**src/rtl/shift_unit_pipe.sv**
```systemverilog
// Pipelined barrel shifter/rotator: stage k applies a 2^k step when shamt[k] is set.
// A single global advance moves every stage at once, so a stalled output freezes the pipe.
module shift_unit_pipe #(
    parameter int N  = 32,
    parameter int SW = $clog2(N)
) (
    input  logic          clock,
    input  logic          reset,
    input  logic          in_valid,
    output logic          in_ready,
    input  logic [N-1:0]  in_data,
    input  logic [SW-1:0] in_shamt,
    input  logic [2:0]    in_op,
    output logic          out_valid,
    input  logic          out_ready,
    output logic [N-1:0]  out_data,
    output logic          out_carry,
    output logic          out_zero,
    output logic          out_err
);

    localparam logic [2:0] OP_SLL = 3'b000;
    localparam logic [2:0] OP_SLA = 3'b001;
    localparam logic [2:0] OP_SRL = 3'b010;
    localparam logic [2:0] OP_SRA = 3'b011;
    localparam logic [2:0] OP_ROL = 3'b100;
    localparam logic [2:0] OP_ROR = 3'b101;

    logic          valid_w [SW];
    logic [N-1:0]  data_w  [SW];
    logic          carry_w [SW];
    logic          err_w   [SW];
    logic [2:0]    op_w    [SW];
    logic [SW-1:0] shamt_w [SW];
    logic          advance;

    assign advance  = !valid_w[SW-1] || out_ready;
    assign in_ready = advance;

    for (genvar k = 0; k < SW; k++) begin : g_stage
        localparam int SH = 1 << k;

        logic          s_valid;
        logic [N-1:0]  s_data;
        logic          s_carry;
        logic          s_err;
        logic [2:0]    s_op;
        logic [SW-1:0] s_shamt;

        logic          valid_q, valid_d;
        logic [N-1:0]  data_q, data_d;
        logic          carry_q, carry_d;
        logic          err_q, err_d;
        logic [2:0]    op_q, op_d;
        logic [SW-1:0] shamt_q, shamt_d;
        logic [N-1:0]  rot;

        if (k == 0) begin : g_head
            assign s_valid = in_valid;
            assign s_data  = in_data;
            assign s_carry = 1'b0;
            assign s_err   = in_op[2] & in_op[1];
            assign s_op    = in_op;
            assign s_shamt = in_shamt;
        end else begin : g_tail
            assign s_valid = valid_w[k-1];
            assign s_data  = data_w[k-1];
            assign s_carry = carry_w[k-1];
            assign s_err   = err_w[k-1];
            assign s_op    = op_w[k-1];
            assign s_shamt = shamt_w[k-1];
        end

        always_comb begin
            valid_d = valid_q;
            data_d  = data_q;
            carry_d = carry_q;
            err_d   = err_q;
            op_d    = op_q;
            shamt_d = shamt_q;
            rot     = '0;
            if (advance) begin
                valid_d = s_valid;
                data_d  = s_data;
                carry_d = s_carry;
                err_d   = s_err;
                op_d    = s_op;
                shamt_d = s_shamt;
                // illegal ops pass through untouched with carry held at 0
                if (s_shamt[k] && !s_err) begin
                    case (s_op)
                        OP_SLL, OP_SLA: begin
                            data_d  = s_data << SH;
                            carry_d = s_data[N-SH];
                        end
                        OP_SRL: begin
                            data_d  = s_data >> SH;
                            carry_d = s_data[SH-1];
                        end
                        OP_SRA: begin
                            data_d  = $signed(s_data) >>> SH;
                            carry_d = s_data[SH-1];
                        end
                        OP_ROL: begin
                            rot     = (s_data << SH) | (s_data >> (N - SH));
                            data_d  = rot;
                            carry_d = rot[0];
                        end
                        OP_ROR: begin
                            rot     = (s_data >> SH) | (s_data << (N - SH));
                            data_d  = rot;
                            carry_d = rot[N-1];
                        end
                        default: ;
                    endcase
                end
            end
        end

        always_ff @(posedge clock) begin
            if (reset) begin
                valid_q <= 1'b0;
                data_q  <= '0;
                carry_q <= 1'b0;
                err_q   <= 1'b0;
                op_q    <= '0;
                shamt_q <= '0;
            end else begin
                valid_q <= valid_d;
                data_q  <= data_d;
                carry_q <= carry_d;
                err_q   <= err_d;
                op_q    <= op_d;
                shamt_q <= shamt_d;
            end
        end

        assign valid_w[k] = valid_q;
        assign data_w[k]  = data_q;
        assign carry_w[k] = carry_q;
        assign err_w[k]   = err_q;
        assign op_w[k]    = op_q;
        assign shamt_w[k] = shamt_q;
    end

    assign out_valid = valid_w[SW-1];
    assign out_data  = data_w[SW-1];
    assign out_carry = carry_w[SW-1];
    assign out_err   = err_w[SW-1];
    assign out_zero  = (out_data == '0);

    logic unused_tail;
    assign unused_tail = ^{op_w[SW-1], shamt_w[SW-1]};

endmodule
```
**config.mk**
```make
export PLATFORM = sky130hd
export DESIGN_NAME = shift_unit_pipe
export DESIGN_NICKNAME = d
export VERILOG_FILES = /design/src/rtl/shift_unit_pipe.sv
export SDC_FILE = /design/constraint.sdc
export NUM_CORES = 1
export LEC_CHECK = 0
export ABC_AREA = 1
export CAP_MARGIN = 15
export CORE_ASPECT_RATIO = 1.4
export CORE_MARGIN = 4
export CORE_UTILIZATION = 53
export CTS_CLUSTER_SIZE = 40
export DETAILED_ROUTE_END_ITERATION = 6
export PLACE_DENSITY = 0.77
export SYNTH_ARGS = -nofsm -noshare
export SYNTH_HDL_FRONTEND = slang
export SYNTH_SLANG_ARGS = --single-unit
export TNS_END_PERCENT = 1
```
**constraint.sdc**
```tcl
create_clock -name clock -period 1.13 [get_ports clock]
set_input_delay 0.1695 -clock clock [delete_from_list [all_inputs] [get_ports clock]]
set_output_delay 0.1695 -clock clock [all_outputs]
set_load 0.01 [all_outputs]
```
# Word-level counts from Yosys, hierarchy flattened
# Index checks and enable logic that the tools add are counted.
[word_totals] ff_bits=207 input_bits=44 out_inout_bits=37 wordCells=112
[classes] n_eq_ne=25 n_mux=20 bitwise_logic=10 n_reduce_logical=29
[ops] op="case mux 32 bit (5 select lines)" n=4
[ops] op="2-to-1 mux 32 bit" n=5
[ops] op="case mux 32 bit (4 select lines)" n=1
[ops] op="zero test 32 bit" n=1
[ops] op="OR 16 x 32 -> 32 bit" n=1
[ops] op="OR 24 x 32 -> 32 bit" n=1
[ops] op="OR 28 x 32 -> 32 bit" n=1
[ops] op="OR 30 x 32 -> 32 bit" n=1
[ops] op="OR 31 x 32 -> 32 bit" n=1
[ops] op="OR 32 x 1 -> 32 bit" n=1
[ops] op="OR 32 x 2 -> 32 bit" n=1
[ops] op="OR 32 x 4 -> 32 bit" n=1
[ops] op="OR 32 x 8 -> 32 bit" n=1
[ops] op="equality test 3 x 2 -> 1 bit (second input constant)" n=10
[ops] op="equality test 3 bit (second input constant)" n=10
[ops] op="OR reduction 2 bit" n=11
[ops] op="case mux 1 bit (4 select lines)" n=5
[ops] op="equality test 3 x 1 -> 1 bit (second input constant)" n=5
[ops] op="zero test 3 bit" n=5
[ops] op="zero test 1 bit" n=6
[ops] op="logical AND 1 bit" n=5
[ops] op="2-to-1 mux 1 bit" n=5
[ops] op="AND 1 bit" n=1
[ops] op="logical OR 1 bit" n=1

# Depth between registers and ports, before layout
[depth] ltp_word=4 depth_mapped=9 mapped_depth_nobuf=8

# Least setup slack after synthesis
# Ideal clock, no wire load.
[synth_path] kind="register to register" start="register g_stage[4].valid_q (netlist: out_valid)" end="register g_stage[3].data_q[7]" setup_ps=118 arrival_ps=1176 t_required_ps=1012 path_slack_ps=-164 path_stages_with_launch=8 n_path_buf=2 synth_period_minus_slack_ps=1294 path_cell_list="dfxtp_1 > inv_1 > nor2_4 > inv_2 > buf_4 > buf_1 > o21ai_1 > a21oi_1"
[synth_via] elab_chain_len=2
[synth_lines] item="start, declared" line="50" text="logic valid_q, valid_d;"
[synth_lines] item="start signal, assigned" line="129" text="valid_q <= valid_d;"
[synth_lines] item="zero test 1 bit" line="37" text="assign advance = !valid_w[SW-1] || out_ready;"
[synth_lines] item="logical OR 1 bit" line="37"
[synth_lines] item="end signal, assigned" line="130" text="data_q <= data_d;"
[synth_lines] item="end, declared" line="51" text="logic [N-1:0] data_q, data_d;"
# No other way between the ends.
# A chain may end at the register's enable or synchronous reset.

# Worst setup path in the final report
[layout_path] start="register g_stage[4].data_q[27] (netlist: out_data[27])" end="output port out_zero"
[layout_via] elab_chain_len=1
[layout_lines] item="start, declared" line="51"
[layout_lines] item="start signal, assigned" line="130"
[layout_lines] item="zero test 32 bit" line="150" text="assign out_zero = (out_data == '0);"
[layout_lines] item="end, declared" line="18" text="output logic out_zero,"
# No other way between the ends.

==> metrics <==
register area share after synthesis=a little under two fifths; Leakage=5.59 nW; Area Overhead vs Synth=31.5%; Worst setup EP type=output pin; worst setup margin=-0.546 ns; Critical Path AT=1.51 ns; max cap viols=0; Initial DRT Pass Iterations=6; Detailed Route WL=32000 um; first-pass GRT wire length=51400 um; sequential share of power=47.5%; initial antenna violation count=0; Pint=11.8 mW; vias in the first global route=10800; Peak Freq=0.596 GHz; final setup vio count=230; Finished Cell Area=0.0136 mm^2; Core Area=0.0192 mm^2; Overflow after GRT=0; top-area cell type share of the netlist area=38.2%; Tcrit/Tclk final=148%; largest net degree at the start of global routing=54; DIE AREA=roughly 0.022 mm^2; vias after detailed routing=approximately 11000; Die Span X=126 um; hpwl dp=22500 um; clock-pin transition on the worst setup and hold timing paths=0.07 ns; Slew @ Worst Pin=0.346 ns; Detail Route Antenna Nets=0; largest cells by area after synthesis=dfxtp_1 38%, nand2_1 14%, a21oi_1 13%, o21ai_1 7.9%, nand3_1 6.4%; failing checks=negative setup slack; peak supply drop=about 1.1 mV; GRT Util Overall=27.9%; most area-hungry cell type in the Yosys netlist=dfxtp_1; Initial Util=53.8%; layout cells sized above 1=22.6%; sw frac=approximately 29%; final net count=around 1800; syn nets=1600; RSZ-0062 raised after global routing=yes; Final Max Tran Viols=0; TritonCTS buffer count=17; crit-path max FO=2; Top Ports=81; Psw=4.75 mW; Final min period=1.68 ns; clock share of power=34.9%; ANT cells=0; outcome=finished, violations left; Max Root-Sink Buffers=2; HP Class=in2reg; syn avg cell area=6.64 um^2; CTS tree=yes; synth unique cells=36; Hold Fails Final Rpt=0; drt initial violations=940; cell area after placement=between 0.01 and 0.015 mm^2; CP required=about 0.96 ns; Fill cells=1568; Clock Latency Late Sink=0.44 ns; Clock Skew=0.00874 ns; H-tree lvl count=4; row cnt=60; Routability Congestion=0.945; Die Ht=between 150 and 200 um; crit start category=register; Place WS=-0.510 ns; DRC=0; Gate power share=17.6%; Setup Crit Path Kind=reg2out; PwrDens=1220 mW/mm^2; synth warn=0; clock net sink count=between 150 and 200; cell area after synthesis=0.0103 mm^2; Mapped Cells=1556; Rel. slew slack=76.8%; clock root buffer=clkbuf_16; sum of negative setup slack=-33.69 ns; post-route total power=16.6 mW; WL per Instance=between 15 and 20 um; Port Buffer Count=80; Vias per Instance=between 5 and 6; number of synthesized register bits=approximately 200
layer usage:
layer	global-route usage, %	up-vias	routed length [um]
li1	-	5632	-
met1	30.1	5240	11800
met2	52.5	500	17200
met3	4.04	125	1520
met4	13.8	0	1480
met5	0	-	0
worst paths after layout:
kind                                         start               endpoint  slack, ns  depth (start not counted)
worst max-delay path                  out_data[27]               out_zero      -0.55                          5
worst min-delay path                      in_valid     g_stage[0].valid_q       0.36                          3
worst max register to register           out_valid  g_stage[0].data_q[16]      -0.24                          7
worst min register to register  g_stage[3].valid_q              out_valid       0.46                          2
registers in the layout, summed over array words and instances, names as in the netlist:
signal           cells
out_data            32
g_stage.carry_q      4
out_err              1
out_valid            1
g_stage.data_q     128
g_stage.valid_q      4
g_stage.op_q        12
g_stage.err_q        4
out_carry            1
g_stage.shamt_q     10
power by group through the flow:
| stage | clock network, mW | registers [mW] | logic, mW |
|---|---|---|---|
| global route | 6.14 | 7.93 | 3.22 |
| global placement | 0 | 7.97 | 2.67 |
| CTS | 5.86 | 7.84 | 2.77 |
| finish | 5.78 | 7.89 | 2.92 |
| detailed placement | 0 | 7.99 | 2.72 |
| floorplan | 0 | 7.84 | 1.65 |
worst max-delay path, cell delays in order (launching register included):
cell and delay (ns):
dfxtp_2 0.34, nor4_4 0.26, buf_4 0.15, nand3b_1 0.08
nor2_1 0.11, buf_2 0.14
metrics by stage:
step	util, %	cells	hold WS [ns]
4_1_cts	68.4	1959	0.355
6_report	70.7	1970	0.358
3_5_place_dp	64.9	1927	0.444
2_1_floorplan	-	1556	0.231
5_1_grt	70.7	1970	0.378
3_3_place_gp	64.9	1927	0.436
cells in the mapped netlist:
library cell,n
nand3b_1,2
nor2_8,1
a211oi_1,2
dfxtp_1,197
nand3_4,2
o21ai_2,1
nand2_2,7
a21oi_1,278
inv_4,3
buf_8,1
nand2_4,4
nor4_1,4
a21oi_2,2
clkbuf_1,44
inv_1,42
o21ai_1,164
nor2_4,3
nand3_1,133
clkbuf_2,1
nor3_4,1
buf_6,2
or2_0,1
or2_2,2
nor2_1,51
buf_2,55
nand2_8,1
buf_4,15
o21ai_0,115
nand2_1,381
nand3_2,3
nand4_2,1
nand4_1,17
nor3_1,2
inv_2,10
buf_1,6
nor2_2,2
placed cells by master, fill, tap and decap left out, types with 3 or more instances in the layout:
cell / instances
nand3_1: 133
nor2_4: 4
clkinv_2: 5
a21oi_1: 273
inv_4: 4
clkdlybuf4s50_1: 43
nand4_1: 17
buf_2: 12
o21ai_0: 74
inv_2: 11
buf_4: 111
dfxtp_1: 163
nor4_1: 3
nor2_2: 7
nand2_4: 7
nand3_2: 3
inv_6: 3
nor2_1: 45
nand2_1: 379
inv_1: 38
clkbuf_16: 17
dfxtp_4: 5
o21ai_1: 154
buf_6: 59
a21oi_2: 7
buf_12: 32
dfxtp_2: 29
o21ai_2: 51
nand2_2: 5
area by class of cell:
type | count | area, um^2 | share of cell area [%]
multi-input cells | 1180 | 5860 | 43.1
flip-flops and latches | 197 | 4000 | 29.4
inverters | 55 | 234 | 1.72
well taps | 248 | 310 | 2.28
clock inverters | 12 | 105 | 0.773
clock buffers | 20 | 447 | 3.29
repair buffers | 258 | 2640 | 19.4
what timing repair did:
| action | 4_1_cts | 5_1_grt |
|---|---|---|
| pin swaps | 6 | 13 |
| hold buffers | 0 | 0 |
| setup buffers | 0 | 11 |
| gates resized for setup | 211 | 151 |
| setup endpoints to repair | 221 | 231 |
| endpoints found under the hold margin | 0 | 0 |
cells by family (layout without fill, tap and decap cells):
| group | after synthesis | after routing | synth area share [%] |
|---|---|---|---|
| flip-flops | 197 | 197 | 38.2 |
| AO/OA/AOI/OAI | 562 | 562 | 27.4 |
| buffers and inverters | 179 | 345 | 8.05 |
| AND/OR/NAND/NOR | 618 | 618 | 26.4 |
(Power assumes the default switching activity.)
==> RTL edit 1: new RTL, same settings <==
Register the output `out_err`, with the module's reset; this adds one clock of latency there. The other outputs are not delayed to match.
--- a/src/rtl/shift_unit_pipe.sv
+++ b/src/rtl/shift_unit_pipe.sv
@@ -146,7 +146,13 @@
     assign out_valid = valid_w[SW-1];
     assign out_data  = data_w[SW-1];
     assign out_carry = carry_w[SW-1];
-    assign out_err   = err_w[SW-1];
+    always_ff @(posedge clock) begin
+        if (reset) begin
+            out_err <= '0;
+        end else begin
+            out_err <= err_w[SW-1];
+        end
+    end
     assign out_zero  = (out_data == '0);
 
     logic unused_tail;
Check against the original RTL: not equivalent (a bounded check fails within 10 cycles, from zero or initial values and one cycle with reset high).
==> RTL edit 1 against the original RTL <==
- the run still ends with negative setup slack left
- routed wire length increased by 0.69%
- global-route usage increased by 0.53 points
- total power increased by 2.2%
- die area decreased by 0.94%
- non-clock buffer count decreased by 11
- synthesized area decreased by 0.99%
- sequential power about the same
- setup slack improved by 0.041 ns
- sequential cell count increased by 1
- final area decreased by 1.1%
- count of clock-buffer cells in the layout unchanged
- clock power increased by 6.7%
- maximum frequency increased by 2.5%
- largest power group unchanged
==> RTL edit 1: results (changes against the original RTL) <==
placed wire-length estimate=22400 um (-0.62%); VDD IR max=0.962 mV (-10%); failing checks=negative setup slack; R2R depth=9 (+2); vias per cell=5.87 (+0.54%); Seq/Total Area, Yosys=0.387 (+0.00578); hold_sp=in_shamt[4]; GRT Resource Usage Total=0.285 (+0.00527); Final WS setup=-0.506 ns (+0.0410 ns); Cells after Synth=1555 (-0.064%); final WL=32300 um (+0.69%); status=finished, violations left; Setup Viol. Count Final=228 (-0.87%); global-route wire length before repair=51100 um (-0.66%); routed length on met3=1520 um (-0.26%); Synth cell types=33 (-8.3%); worst-margin pin slew=0.396 ns (+0.0503 ns); GR met2 Demand/Resource=0.550 (+0.0250); dpl cell area=0.0123 mm2 (-1.6%); Synth Area in Compound Gates=0.275 (+0.00140); First DRT Iteration DRCs=990 (+5.3%); metal2 WL=17100 um (-0.67%); Leak Pwr=5.51 nW (-1.4%); met1 usage=0.294 (-0.00701); Clock Skew=0.00696 ns (-0.00177 ns); GPL Wtd Cong=0.901 (-4.7%); routed via count=11500 (-0.38%); Layout Nets=1739 (-0.80%); grt met3 use=0.0408 (+0.000409); Worst Path Arrival=1.47 ns (-0.04 ns); post-CTS setup buffers=3 (+3); cell count after placement=1913 (-0.73%); Sum Neg Setup Slack=-34.78 ns (-1.10 ns); fraction of layout cells with a size suffix above 1=0.217 (-0.00985)
RTL edit 1: cell types whose count changed after synthesis, sizes merged, moves of 2 or more:
cell    delta
clkinv     +3
buf       -18
or2        +2
o21ai      -2
inv        -5
clkbuf    +20
nand2      -2
RTL edit 1: metrics by stage:
step	setup WS [ns]	power, mW	hold slack [ns]	utilization
global placement	-0.570	10.6	0.427	0.652
global route	-0.630	17.6	0.359	0.714
floorplan	-0.0743	9.44	0.239	-
CTS	-0.530	16.8	0.337	0.692
detailed placement	-0.531	10.7	0.438	0.652
finish	-0.506	16.9	0.350	0.714
RTL edit 1: area by class of cell:
cell class / instances / area [um2]
clock buffers: 20 / 457
repair buffers: 247 / 2510
clock inverters: 12 / 140
multi-input cells: 1178 / 5790
flip-flops and latches: 198 / 4000
fillers: 1521 / 5390
inverters: 53 / 225
well taps: 244 / 305
RTL edit 1: worst max-delay path, cell delays in order, from the launching register on:
cell and delay, ns:
dfxtp_2 0.33, nor2_2 0.13, nand4_1 0.12, nand3b_1 0.21, nor2_1 0.10, buf_2 0.13
RTL edit 1: where the power goes:
part	total, mW	internal (mW)	switching [mW]
combinational	2.87	1.31	1.55
clock	6.17	3.43	2.74
sequential	7.91	7.42	0.496
RTL edit 1: worst max path at each step:
| stage | startpoint | endpoint | slack [ns] | cells past startpoint |
|---|---|---|---|---|
| 3_5_place_dp | out_data[31] | out_zero | -0.53 | 5 |
| 5_1_grt | out_data[4] | out_zero | -0.63 | 5 |
| 6_report | out_data[4] | out_zero | -0.51 | 5 |
| 3_3_place_gp | out_data[31] | out_zero | -0.57 | 5 |
| 2_1_floorplan | out_valid | g_stage[1].data_q[30] | -0.07 | 7 |
| 4_1_cts | out_data[0] | out_zero | -0.53 | 5 |
==> RTL edit 2: new RTL, same flow settings <==
Made on the original files. The parameter `N` goes from 32 to 16.
--- a/src/rtl/shift_unit_pipe.sv
+++ b/src/rtl/shift_unit_pipe.sv
@@ -1,7 +1,7 @@
 // Pipelined barrel shifter/rotator: stage k applies a 2^k step when shamt[k] is set.
 // A single global advance moves every stage at once, so a stalled output freezes the pipe.
 module shift_unit_pipe #(
-    parameter int N  = 32,
+    parameter int N  = 16,
     parameter int SW = $clog2(N)
 ) (
     input  logic          clock,
Ports: changed (resized in_data, in_shamt and out_data); port bits go from 81 to 48. The function was not compared with the original's and may differ.
==> RTL edit 2 against the original RTL <==
- the run still ends with negative setup slack left
- cell count fell by 55%
- synthesized area decreased by 56%
- critical path depth shrank 1
- total power shrank 50%
- non-clock buffer count is 130 lower
- first-iteration DRC count fell by 74%
- sequential cell count down 106
- die area is 53% lower
- final area decreased by 54%
- global-route usage is 0.92 points lower
- largest cell class unchanged
- synthesized cell count fell by 56%
- highest routed layer unchanged
- setup slack improved by 0.23 ns
- count of clock-buffer cells in the layout is 10 lower
- routed wire length fell by 57%
==> RTL edit 2: results (changes against the original RTL) <==
GRT Resource Usage Total=0.270 (-0.00919); global-route wire length before repair=22500 um (-56%); status=finished, violations left; routed via count=5068 (-56%); failing checks=negative setup slack; inverter count=40 (-27%); cts bufs inserted=9 (-8); overall power=8.26 mW (-50%); First DRT Iteration DRCs=249 (-74%); FF-to-FF setup slack=-0.15 ns (+0.09 ns); VDD IR max=1.09 mV (+1.7%); largest net degree at the start of global routing=39 (-28%); Resize count post-CTS=120 (-43%); clock network fraction of total power=0.366 (+0.017); top post-synthesis cells by area=dfxtp_1, o21ai_0, nand2_1; Synth top cells by count=nand2_1, o21ai_0, a21oi_1, dfxtp_1, nand3_1; number of global-route vias before repair=4998 (-54%); GR met2 Demand/Resource=0.508 (-0.0172); GPL Wtd Cong=0.870 (-7.9%); multi-input combinational area share=0.419 (-0.0119); Non-clock buffers=128 (-50%); max reg flops=48 (-63%); NonClk Buf Share=0.185 (-0.00913); multi-input gates=515 (-56%); Synth cell types=25 (-31%); clock buf count=10 (-50%); syn nets=717 (-55%); Seq/Total Area, Yosys=0.397 (+0.0152); Max transition margin=0.764 (-0.00401); sw frac=0.279 (-0.00703); placed wire-length estimate=9850 um (-56%); syn_area_per_cell=6.65 um2 (+0.18%); Worst-Skew Late Latency=0.34 ns (-0.10 ns); non-filler cells, final=892 (-55%); core footprint=0.00830 mm2 (-57%); routed length on met3=430 um (-72%); Worst Path Arrival=1.28 ns (-0.23 ns); Clock Skew=0.00607 ns (-0.00267 ns); hold path depth=6 (+3); Fill cells=682 (-57%); Final WS setup=-0.321 ns (+0.226 ns); RR Endpoint=g_stage[2].data_q[10]; Setup Viol. Count Final=60 (-74%); Crit. Startpoint=out_data[8]; fraction of area in registers=0.299 (+0.00458); dpl cell area=0.00577 mm2 (-54%); pre-CTS WS=-0.457 ns (+0.0528 ns); cell count after placement=877 (-54%); hold path endpoint=g_stage[0].data_q[0]; met1 usage=0.283 (-0.0178); Layout Nets=812 (-54%); WL met1=5110 um (-57%)
==> RTL edit 2: changes by cell type after synthesis, moves of 5 or more <==
cell,delta
o21ai_0,+9
clkbuf_1,-23
o21ai_1,-155
buf_1,-5
nor2_1,-16
nand3_1,-67
a21oi_1,-172
nand4_1,-17
nand2_1,-225
inv_1,-9
buf_2,-43
dfxtp_1,-106
buf_4,-12
==> RTL edit 2: through the flow <==
step / util / hold WS (ns)
3_5_place_dp: 0.695 / 0.443
6_report: 0.747 / 0.382
2_1_floorplan: - / 0.231
5_1_grt: 0.747 / 0.470
4_1_cts: 0.732 / 0.450
3_3_place_gp: 0.695 / 0.438
==> RTL edit 2: logic make-up (layout without fill, tap and decap cells) <==
kind of cell,count (synthesis),after routing,share of synthesized area
compound gates,242,242,0.265
simple gates,273,273,0.255
flops,91,91,0.397
buf+inv,84,184,0.0831
